### src/rtl/link_control_fsm.sv
// Command/response link controller: sends a command, gathers a fixed-length response,
// and on watchdog timeout resyncs the link (reset command, toss stale data) before retrying.
module link_control_fsm #(
    parameter int                 CMD_W          = 4,
    parameter logic [CMD_W-1:0]   RESET_CMD      = CMD_W'(4'hF),
    parameter int                 RESP_WORDS     = 3,
    parameter int                 TIMEOUT_CYCLES = 4096,
    parameter int                 TOSS_CYCLES    = 512,
    parameter int                 MAX_RETRIES    = 2
) (
    input  logic             Clock,
    input  logic             Reset,
    input  logic             Start,
    input  logic [CMD_W-1:0] Cmd,
    output logic             Send_en,
    output logic [CMD_W-1:0] Send_Ctrl,
    input  logic             Send_done,
    output logic             Rec_en,
    output logic             Rec_Reset,
    input  logic             OutValid,
    output logic             Busy,
    output logic             Done,
    output logic             Error,
    output logic [7:0]       Retry_cnt,
    output logic [7:0]       Word_cnt
);

    localparam int MAX_CYC = (TIMEOUT_CYCLES > TOSS_CYCLES) ? TIMEOUT_CYCLES : TOSS_CYCLES;
    localparam int TW      = $clog2(MAX_CYC);

    localparam logic [TW-1:0] TMO_LAST  = TW'(TIMEOUT_CYCLES - 1);
    localparam logic [TW-1:0] TOSS_LAST = TW'(TOSS_CYCLES - 1);
    localparam logic [7:0]    RESP_N    = 8'(RESP_WORDS);
    localparam logic [7:0]    MAX_R     = 8'(MAX_RETRIES);

    typedef enum logic [2:0] {
        S_IDLE, S_SEND, S_RECV, S_RESYNC, S_TOSS, S_DONE, S_FAIL
    } state_t;

    state_t           r_state;
    logic [CMD_W-1:0] r_cmd;
    logic [TW-1:0]    r_timer;

    logic [TW-1:0]    w_timer_inc;
    logic [7:0]       w_word_inc;
    logic [7:0]       w_retry_inc;

    // Saturating increments: the timer and both counters stick at all-ones.
    assign w_timer_inc = (r_timer == {TW{1'b1}}) ? r_timer : r_timer + TW'(1);
    assign w_word_inc  = (Word_cnt == 8'hFF) ? Word_cnt : Word_cnt + 8'd1;
    assign w_retry_inc = (Retry_cnt == 8'hFF) ? Retry_cnt : Retry_cnt + 8'd1;

    always_ff @(posedge Clock) begin
        if (!Reset) begin
            r_state   <= S_IDLE;
            r_cmd     <= '0;
            r_timer   <= '0;
            Send_en   <= 1'b0;
            Send_Ctrl <= '0;
            Rec_en    <= 1'b0;
            Rec_Reset <= 1'b0;
            Busy      <= 1'b0;
            Done      <= 1'b0;
            Error     <= 1'b0;
            Retry_cnt <= 8'd0;
            Word_cnt  <= 8'd0;
        end else begin
            Rec_Reset <= 1'b0;
            Done      <= 1'b0;
            Error     <= 1'b0;
            case (r_state)
                S_IDLE: begin
                    if (Start) begin
                        r_cmd     <= Cmd;
                        Retry_cnt <= 8'd0;
                        Word_cnt  <= 8'd0;
                        Send_en   <= 1'b1;
                        Send_Ctrl <= Cmd;
                        Busy      <= 1'b1;
                        r_state   <= S_SEND;
                    end
                end
                S_SEND: begin
                    if (Send_done) begin
                        Send_en   <= 1'b0;
                        Send_Ctrl <= '0;
                        Rec_en    <= 1'b1;
                        Rec_Reset <= 1'b1;
                        Word_cnt  <= 8'd0;
                        r_timer   <= '0;
                        r_state   <= S_RECV;
                    end
                end
                S_RECV: begin
                    // A word arriving on the last watchdog cycle still counts and cancels the timeout.
                    if (OutValid) begin
                        Word_cnt <= w_word_inc;
                        r_timer  <= '0;
                        if (w_word_inc == RESP_N) begin
                            Rec_en  <= 1'b0;
                            Done    <= 1'b1;
                            r_state <= S_DONE;
                        end
                    end else if (r_timer == TMO_LAST) begin
                        Rec_en <= 1'b0;
                        if (Retry_cnt < MAX_R) begin
                            Retry_cnt <= w_retry_inc;
                            Send_en   <= 1'b1;
                            Send_Ctrl <= RESET_CMD;
                            r_state   <= S_RESYNC;
                        end else begin
                            Error   <= 1'b1;
                            r_state <= S_FAIL;
                        end
                    end else begin
                        r_timer <= w_timer_inc;
                    end
                end
                S_RESYNC: begin
                    if (Send_done) begin
                        Send_en   <= 1'b0;
                        Send_Ctrl <= '0;
                        Rec_en    <= 1'b1;
                        Rec_Reset <= 1'b1;
                        r_timer   <= '0;
                        r_state   <= S_TOSS;
                    end
                end
                S_TOSS: begin
                    // Stale words are dropped; only an unbroken quiet stretch ends the flush.
                    if (OutValid) begin
                        r_timer <= '0;
                    end else if (r_timer == TOSS_LAST) begin
                        Rec_en    <= 1'b0;
                        Send_en   <= 1'b1;
                        Send_Ctrl <= r_cmd;
                        r_state   <= S_SEND;
                    end else begin
                        r_timer <= w_timer_inc;
                    end
                end
                S_DONE, S_FAIL: begin
                    Busy    <= 1'b0;
                    r_state <= S_IDLE;
                end
                default: begin
                    Busy    <= 1'b0;
                    r_state <= S_IDLE;
                end
            endcase
        end
    end

endmodule

### config.mk
export PLATFORM = sky130hd
export DESIGN_NAME = link_control_fsm
export DESIGN_NICKNAME = d
export VERILOG_FILES = /design/src/rtl/link_control_fsm.sv
export SDC_FILE = /design/constraint.sdc
export NUM_CORES = 1
export LEC_CHECK = 0
export CAP_MARGIN = 20
export CORE_MARGIN = 2
export CORE_UTILIZATION = 54
export DETAILED_ROUTE_END_ITERATION = 8
export PLACE_DENSITY = 0.86
export REMOVE_ABC_BUFFERS = 1
export SLEW_MARGIN = 5
export SYNTH_ARGS = -nofsm -noshare
export SYNTH_HDL_FRONTEND = slang
export SYNTH_SLANG_ARGS = --single-unit
### constraint.sdc
create_clock -name Clock -period 2.8 [get_ports Clock]
set_clock_uncertainty 0.2 [all_clocks]
set_input_delay 0.56 -clock Clock [delete_from_list [all_inputs] [get_ports Clock]]
set_output_delay 0.56 -clock Clock [all_outputs]
set_load 0.05 [all_outputs]
Word-level counts from Yosys, hierarchy flattened --
Index checks and enable logic that the tools add are counted.
Word-level totals: input bits 9, output and inout bits 26, latch bits 0, logic and storage cells 116, bits in registers 45, memories kept 0, RAM bits 0, ROM bits 0
Operators by class: add/subtract/negate cells 3, mux-type cells 54, div/mod/pow operators 0, shift-type cells 0, bitwise gates (word level) 4, $lt $le $gt $ge 1, reduce and logical (&&, ||, !) cells 18, equal/unequal tests 24, multipliers 0
Operator list (count):
- two-way mux 12 bit | 6
- two-way mux 8 bit | 8
- one-hot mux 12 bit (3 select lines) | 1
- two-way mux 4 bit | 7
- two-way mux 3 bit | 9
- one-hot mux 8 bit (3 select lines) | 1
- inequality test 2 bit, second input constant | 10
- adder 8 x 1 -> 8 bit, second input constant | 2
- == test 8 bit, second input constant | 2
- two-way mux 1 bit | 16
- one-hot mux 4 bit (4 select lines) | 1
- one-hot mux 8 bit (2 select lines) | 1
- one-hot mux 3 bit (5 select lines) | 1
- adder 12 x 1 -> 12 bit, second input constant | 1
- == test 12 bit, second input constant | 1
- == test 12 x 9 -> 1 bit, second input constant | 1
- inequality test 3 bit, second input constant | 4
- AND reduction 6 bit | 2
- == test 8 x 2 -> 1 bit, second input constant | 1
- less-than comparator 8 x 2 -> 1 bit, second input constant | 1
- AND reduction 4 bit | 2
- AND reduction 8 bit | 1
- OR reduction 4 bit | 2
- AND reduction 7 bit | 1
- other kinds (15) | 22

Depth between registers and ports, before layout --
Gate-level depths: netlist of the first run.
depth after elaboration 6, mapped depth 8, depth with buffers taken out 6

Least setup slack after synthesis of the first run --
No wires, ideal clock.
path type input -> register, start point input port OutValid, end point register r_timer[1], data arrival time 2.138 ns, data required time 2.472 ns, path slack 0.334 ns, path buffers 3, stages 8, setup time 0.128 ns, path through clkbuf_1 -> nand4b_1 -> or4b_2 -> o311ai_2 -> buf_4 -> buf_6 -> mux2i_1 -> nor2_1
Between the ends: cells in the longest elaborated chain, start to end 2, elaborated cells between the ends (all ways) 6, classes of those cells eq/ne: 2; mux: 3; reduce/logical: 1
RTL lines:
- from (decl) | line 20 | input logic OutValid,
- inequality test 3 bit (no source line) (tied with other cells)
- AND reduction 4 bit (no source line) / one-hot mux 12 bit (3 select lines) (equally long branches)
- to (signal assigned) | line 116 | r_timer <= w_timer_inc;
- to (signal assigned) | line 139 | r_timer <= w_timer_inc;
- to (decl) | line 42 | logic [TW-1:0] r_timer;
Several ways; a longest one is shown, not always the timed one. A chain may end at the register's enable or synchronous reset.

Final worst setup path of the first run --
start point register r_state[1], end point register Retry_cnt[1]
Between the ends: cells in the longest elaborated chain, start to end 3, elaborated cells between the ends (all ways) 10, classes of those cells eq/ne: 6; mux: 1; reduce/logical: 3
RTL lines:
- from (decl) | line 40 | state_t r_state;
- from (signal assigned) | line 55 | r_state <= S_IDLE;
- from (signal assigned) | line 80 | r_state <= S_SEND;
- from (signal assigned) | line 91 | r_state <= S_RECV;
- == test 3 x 2 -> 1 bit / logical NOT 3 bit (equally long branches) | line 71 | case (r_state)
- inequality test 2 bit (no source line) / nonzero test 2 bit (equally long branches)
- AND reduction 6 bit (no source line)
- to (signal assigned) | line 107 | Retry_cnt <= w_retry_inc;
- to (decl) | line 24 | output logic [7:0] Retry_cnt,
Several ways; a longest one is shown, not always the timed one.

==> run metrics, run 1 <==
worst rel slew slack ~56%; unrepaired setup endpoints after global routing false; CP Buf/Inv Count 2; first-pass GRT wire length 10,000 um; number of cells produced by synthesis 279; ant diodes 0; Tightest Pin Transition 0.658 ns; Ports 35; total CTS buffers 5; Site Rows 24; fin crit share 89.6%; Final ANT Viol Nets 0; postcts setup bufs 0; crit-path max cell delay 0.60 ns; CP max stage cell or4_4; asr flop ratio synth 0%; Top Usage Layer GRT met2; Final Max Tran Viols 0; Max-Cap Viols 0; WHS 0.262 ns; register area share after synthesis 37.9%; Die Wd 70.3 um; vias in the first global route 2,232; die footprint 0.00495 sq mm; post-CTS sizing 0; Critical Path Source Type register; register area roughly 900 sq um; largest net degree at the start of global routing 23; DR WL/cell roughly 15 um; via count 2,304; Synth cell types 60; setup_tns 0 ns; Worst Path Required 2.79 ns; commonest non-fill, non-tap cell in the layout dfxtp_1; status finished, final reports clean; Crit. End Element register; DP HPWL 4000 um; CTS Buffer Depth 2; critical path arrival ~2.5 ns; met1 usage 31.2%; Primary FF master, synth dfxtp_1; VDD IR-drop max 0.374 mV; DRC Markers 0; fillers 362; hold buffer count at CTS 0; Final Hold Viols 0; final-report setup violation count 0; initial core utilization 55.3%; first drt pass iteration count 5; cell at the root of the clock tree clkbuf_8; synthesized flop and latch total 45; H-tree Lvls 2; area delta synth->final 22.7%; Final #Nets 333; Yosys warning count 0; clock sinks 45; GRT Overall Usage 24.3%; TritonCTS clock tree done; leakage power roughly 1.0 nW; Die H 70.3 um; Congestion Overflow GR 0; worst path cell trace inv_1 > or4_4 > a2111oi_4 > buf_4 > mux2i_1 > nor2_1; Cell Area, Synth 0.00238 sq mm; HP Class register to register; critical path class register to register; synthesized area per cell 8.52 sq um; met2 Use GR between 40% and 50%; worst skew pair latency 0.31 ns; Final min period 2.51 ns; Iteration-0 DRC Markers 183; Top delay family on crit path simple AND/OR/NAND/NOR gates; most used cells in the layout excluding fill and tap cells 45 x dfxtp_1, 34 x clkdlybuf4s50_1, 27 x a21oi_1, 22 x nand2_1, 22 x nor2_1; I/O Buffers 34; RePlAce Congestion 0.862; Global Route met3 Usage 5.05%; clock slew at reported path FFs 0.09 ns; share of cells above drive strength 1 12.4%; Post-synth EDFFs 0; vias per cell 6.16; Core ar. 0.00429 sq mm; PwrDens about 680 mW/mm^2; Max Clk Rate 398 MHz; crit path max fanout 11; antenna violations before repair 0; area of the multi-input gates between 0.001 and 0.0015 sq mm; DRT Wirelength between 5000 and 6000 um
==> path summary, 6_finish.rpt <==
check                     startpoint                         to  slack (ns)  cells past startpoint
min reg2reg    r_cmd[2]$_SDFFE_PN0P_      r_cmd[2]$_SDFFE_PN0P_        0.26                      2
max          r_state[1]$_SDFFE_PN0P_  Retry_cnt[1]$_SDFFE_PN0P_        0.29                      6
min            r_cmd[2]$_SDFFE_PN0P_      r_cmd[2]$_SDFFE_PN0P_        0.26                      2
max reg2reg  r_state[1]$_SDFFE_PN0P_  Retry_cnt[1]$_SDFFE_PN0P_        0.29                      6
==> worst reg2reg max path, delay by kind of cell (launching register included) <==
kind	cells	cell delay, ns
buffers and inverters	2	0.43
muxes	1	0.22
and+or+nand+nor	2	0.65
DFF	1	0.54
AOI/OAI and AO/OA	1	0.35
==> cell families after synthesis <==
kind of cell,Yosys count,synth area share (%)
DFF,45,37.9
xor gates and xnor gates,3,1.11
adders and majority gates,3,1.58
muxes,8,3.42
buffers and inverters,22,4.06
AOI/OAI and AO/OA,86,25.4
and+or+nand+nor,112,26.5
==> through the flow <==
step           power (mW)  worst slack (ns)  std cells  util (%)  cell area, sq um
4_1_cts              1.98             0.313        374      67.9              2920
6_report             1.98             0.290        374      67.9              2920
2_1_floorplan        1.30             0.155        267         -              2320
3_3_place_gp         1.57             0.133        366      66.0              2830
5_1_grt              2.08             0.173        374      67.9              2920
3_5_place_dp         1.58             0.102        366      66.0              2830
==> layer usage <==
layer,routed length (um),vias up
met2,2710,83
met4,65,0
met3,346,11
met1,2540,1070
met5,0,-
li1,-,1140
==> power by group <==
group | switching (mW) | internal [mW] | total [mW]
Clock | 0.227 | 0.173 | 0.401
Sequential | 0.0695 | 0.715 | 0.784
Combinational | 0.477 | 0.317 | 0.794
Total | 0.774 | 1.21 | 1.98
==> sequential cells by signal, summed over array words and instances (netlist names) <==
name	flops
Busy	1
Done	1
Error	1
Rec_Reset	1
Rec_en	1
Retry_cnt	8
Send_Ctrl	4
Send_en	1
Word_cnt	8
r_cmd	4
r_state	3
r_timer	12
==> layout make-up <==
| type | count | area share [%] |
|---|---|---|
| Inverter | 10 | 1.29 |
| Tap cell | 52 | 2.23 |
| Multi-Input combinational cell | 212 | 47.3 |
| Clock inverter | 2 | 0.343 |
| Sequential cell | 45 | 30.9 |
| Timing Repair Buffer | 47 | 15.5 |
| Clock buffer | 6 | 2.49 |
==> cells in the mapped netlist, drive strengths merged, types with 8 or more instances <==
master  count  area share [%]
or4         8             2.7
o21ai      17             3.6
inv        10             1.6
nor2       23             3.7
dfxtp      45              38
nand2      22             3.5
a21oi      27             5.7
clkbuf      8             1.3
nand3      11             2.3
No activity file was read; power rests on OpenSTA's default activity.
==> run 2, diff against run 1 <==
--- a/config.mk
+++ b/config.mk
@@ -9,6 +9,7 @@
 export CORE_MARGIN = 2
 export CORE_UTILIZATION = 54
 export DETAILED_ROUTE_END_ITERATION = 8
+export HOLD_SLACK_MARGIN = 0.15
 export PLACE_DENSITY = 0.86
 export REMOVE_ABC_BUFFERS = 1
 export SLEW_MARGIN = 5
==> results of run 2 <==
The final DEF is identical to that of run 1; final timing and power are the same.
==> run 3, diff against run 2 <==
--- a/config.mk
+++ b/config.mk
@@ -6,7 +6,6 @@
 export NUM_CORES = 1
 export LEC_CHECK = 0
 export CAP_MARGIN = 20
-export CORE_MARGIN = 2
 export CORE_UTILIZATION = 54
 export DETAILED_ROUTE_END_ITERATION = 8
 export HOLD_SLACK_MARGIN = 0.15
==> run 3 against run 2 <==
Count of clock-buffer cells in the layout rose by 1. Maximum frequency fell by 5.6%. Critical path depth did not move. Die area fell by 5.6%. Combinational power rose by 1%. Sequential cell count did not move. Register-to-register slack got worse by 0.06 ns. Via count rose by 3.6%. Critical path type is now input port to register. Largest power group unchanged.
==> run metrics, run 3 (same netlist as run 1, synthesis figures left out) <==
r2r endpoint Retry_cnt[1]$_SDFFE_PN0P_; post-route total power 2.10 mW (+6.3%); crit-path max cell delay 0.56 ns (-0.04 ns); Ports 35 (unchanged); top flop regs r_timer: 12 flops, Retry_cnt: 8 flops, Word_cnt: 8 flops; Congestion Overflow GR 0 (unchanged); Iteration-0 DRC Markers 134 (-27%); RR Startpoint r_timer[0]$_SDFFE_PN0P_; worst rel slew slack 55.5% (-0.43 points); Max-Cap Viols 0 (unchanged); clock sinks 45 (unchanged); Final #Nets 335 (+0.60%); CTS Buffer Depth 2 (unchanged); pre-CTS setup slack -0.0652 ns (-0.167 ns); critical path class input port to register; Critical Path Stages 6 (unchanged); Final Max Tran Viols 0 (unchanged); setup_tns 0 ns (unchanged); final-report setup violation count 0 (unchanged); Critical Path Source Type input port; total CTS buffers 5 (unchanged); postcts setup bufs 0 (unchanged); worst path cell trace clkdlybuf4s50_1 > nand3b_1 > or4b_2 > o311ai_2 > nor4_1 > mux2_2; CP Buf/Inv Count 1 (-1); DR WL/cell 16.6 um (+9.4%); register area 901 sq um (unchanged); crit path max fanout 5 (-6); max reg flops 12 (unchanged); R2R depth 6 (unchanged); largest net degree at the start of global routing 21 (-8.7%); DRT Wirelength 6190 um (+9.4%); vias per cell 6.38 (+3.6%); fin crit share 94.9% (+5.3 points); Worst Path Required 2.79 ns (about the same); Core ar. 0.00412 sq mm (-4.2%); hold buffer count at CTS 0 (unchanged); I/O Buffers 34 (unchanged); Site Rows 23 (-4.2%); Crit. End Element register; Die H 68.3 um (-2.8%); worst skew pair latency 0.30 ns (about the same); commonest non-fill, non-tap cell in the layout dfxtp_1; worst setup margin 0.142 ns (-0.148 ns); Top delay family on crit path simple AND/OR/NAND/NOR gates; die footprint 0.00467 sq mm (-5.6%); crit path to r_timer[11]$_SDFFE_PN0P_; Final min period 2.66 ns (+0.148 ns); Final Hold Viols 0 (unchanged); CP max stage cell clkdlybuf4s50_1; Die Wd 68.3 um (-2.8%); DP HPWL 4240 um (+5.9%); Final ANT Viol Nets 0 (unchanged); H-tree Lvls 2 (unchanged); largest reg by FF count r_timer; share of cells above drive strength 1 13.0% (+0.54 points); area of the multi-input gates 0.00138 sq mm (unchanged); DRC Markers 0 (unchanged); fillers 337 (-6.9%); first-pass GRT wire length 9740 um (-2.7%); TritonCTS clock tree done; GRT Overall Usage 27.9% (+3.6 points); vias in the first global route 2,170 (-2.8%); ant diodes 0 (unchanged); Tightest Pin Transition 0.664 ns (+0.00636 ns); most used cells in the layout excluding fill and tap cells 45 x dfxtp_1, 34 x clkdlybuf4s50_1, 27 x a21oi_1, 22 x nand2_1, 22 x nor2_1; Finished Layout Cells 374 (unchanged); area delta synth->final 24.1%; Reg2Reg Setup Slack 0.23 ns (-0.06 ns); Critical Path Source Send_done; critical path arrival 2.65 ns (+0.15 ns); leakage power 1.02 nW (+1.7%); unrepaired setup endpoints after global routing false; RePlAce Congestion 0.882 (+2.3%); HP Class register to register; via count 2,386 (+3.6%); Max Clk Rate 376 MHz (-5.6%); clock slew at reported path FFs 0.09 ns (about the same); Placed Instances 366 (unchanged); cell at the root of the clock tree clkbuf_8; first drt pass iteration count 6 (+1); VDD IR-drop max 0.503 mV (+34%); status finished, final reports clean; antenna violations before repair 0 (unchanged); initial core utilization 57.7% (+2.4 points); PwrDens 714 mW/mm^2 (+5.1%); post-CTS sizing 0 (unchanged)
==> run 3: worst min path at each step <==
stage / start / to / slack [ns] / cells after the start
finish: r_cmd[3]$_SDFFE_PN0P_ / r_cmd[3]$_SDFFE_PN0P_ / 0.26 / 2
global route: r_cmd[3]$_SDFFE_PN0P_ / r_cmd[3]$_SDFFE_PN0P_ / 0.28 / 2
CTS: r_cmd[3]$_SDFFE_PN0P_ / r_cmd[3]$_SDFFE_PN0P_ / 0.26 / 2
detailed placement: r_cmd[3]$_SDFFE_PN0P_ / r_cmd[3]$_SDFFE_PN0P_ / 0.25 / 2
global placement: r_cmd[2]$_SDFFE_PN0P_ / r_cmd[2]$_SDFFE_PN0P_ / 0.24 / 2
floorplan: r_cmd[0]$_SDFFE_PN0P_ / r_cmd[0]$_SDFFE_PN0P_ / 0.23 / 2
==> run 3: final cells by class <==
cell class              count  area share [%]
clock buffers               7            2.93
inverters                  10            1.27
repair buffers             49            15.4
well taps                  50            2.12
flip-flops and latches     45            30.5
clock inverters             1            1.02
multi-input cells         212            46.8
==> run 3: worst register-to-register path: stages, from the launching register on <==
cell and delay (ns):
dfxtp_1 0.38, ha_1 0.31, nand3_1 0.15, or4_4 0.48, a2111oi_4 0.63, mux2i_1 0.27
nor2_1 0.05
==> run 3: report_power, final <==
group / internal [mW] / total [mW] / switching, mW
logic: 0.318 / 0.804 / 0.486
clock network: 0.291 / 0.509 / 0.218
registers: 0.715 / 0.792 / 0.0765
total: 1.32 / 2.10 / 0.781
==> run 3: per-layer routing <==
| layer | part of all wire, % | global-route usage [%] | vias to the layer above | wire (um) |
|---|---|---|---|---|
| met4 | 1.8 | 10.9 | 0 | 111 |
| met1 | 42 | 34.0 | 1121 | 2610 |
| met5 | 0 | 0 | - | 0 |
| met2 | 50 | 48.0 | 102 | 3110 |
| li1 | - | - | 1149 | - |
| met3 | 5.7 | 5.17 | 14 | 352 |
==> run 3: stage by stage <==
step	utilization, %	hold slack, ns	instance area (sq um)
finish	71.7	0.263	2950
detailed placement	68.8	0.254	2830
floorplan	-	0.235	2320
global route	71.7	0.282	2950
CTS	71.7	0.264	2950
global placement	68.8	0.243	2830
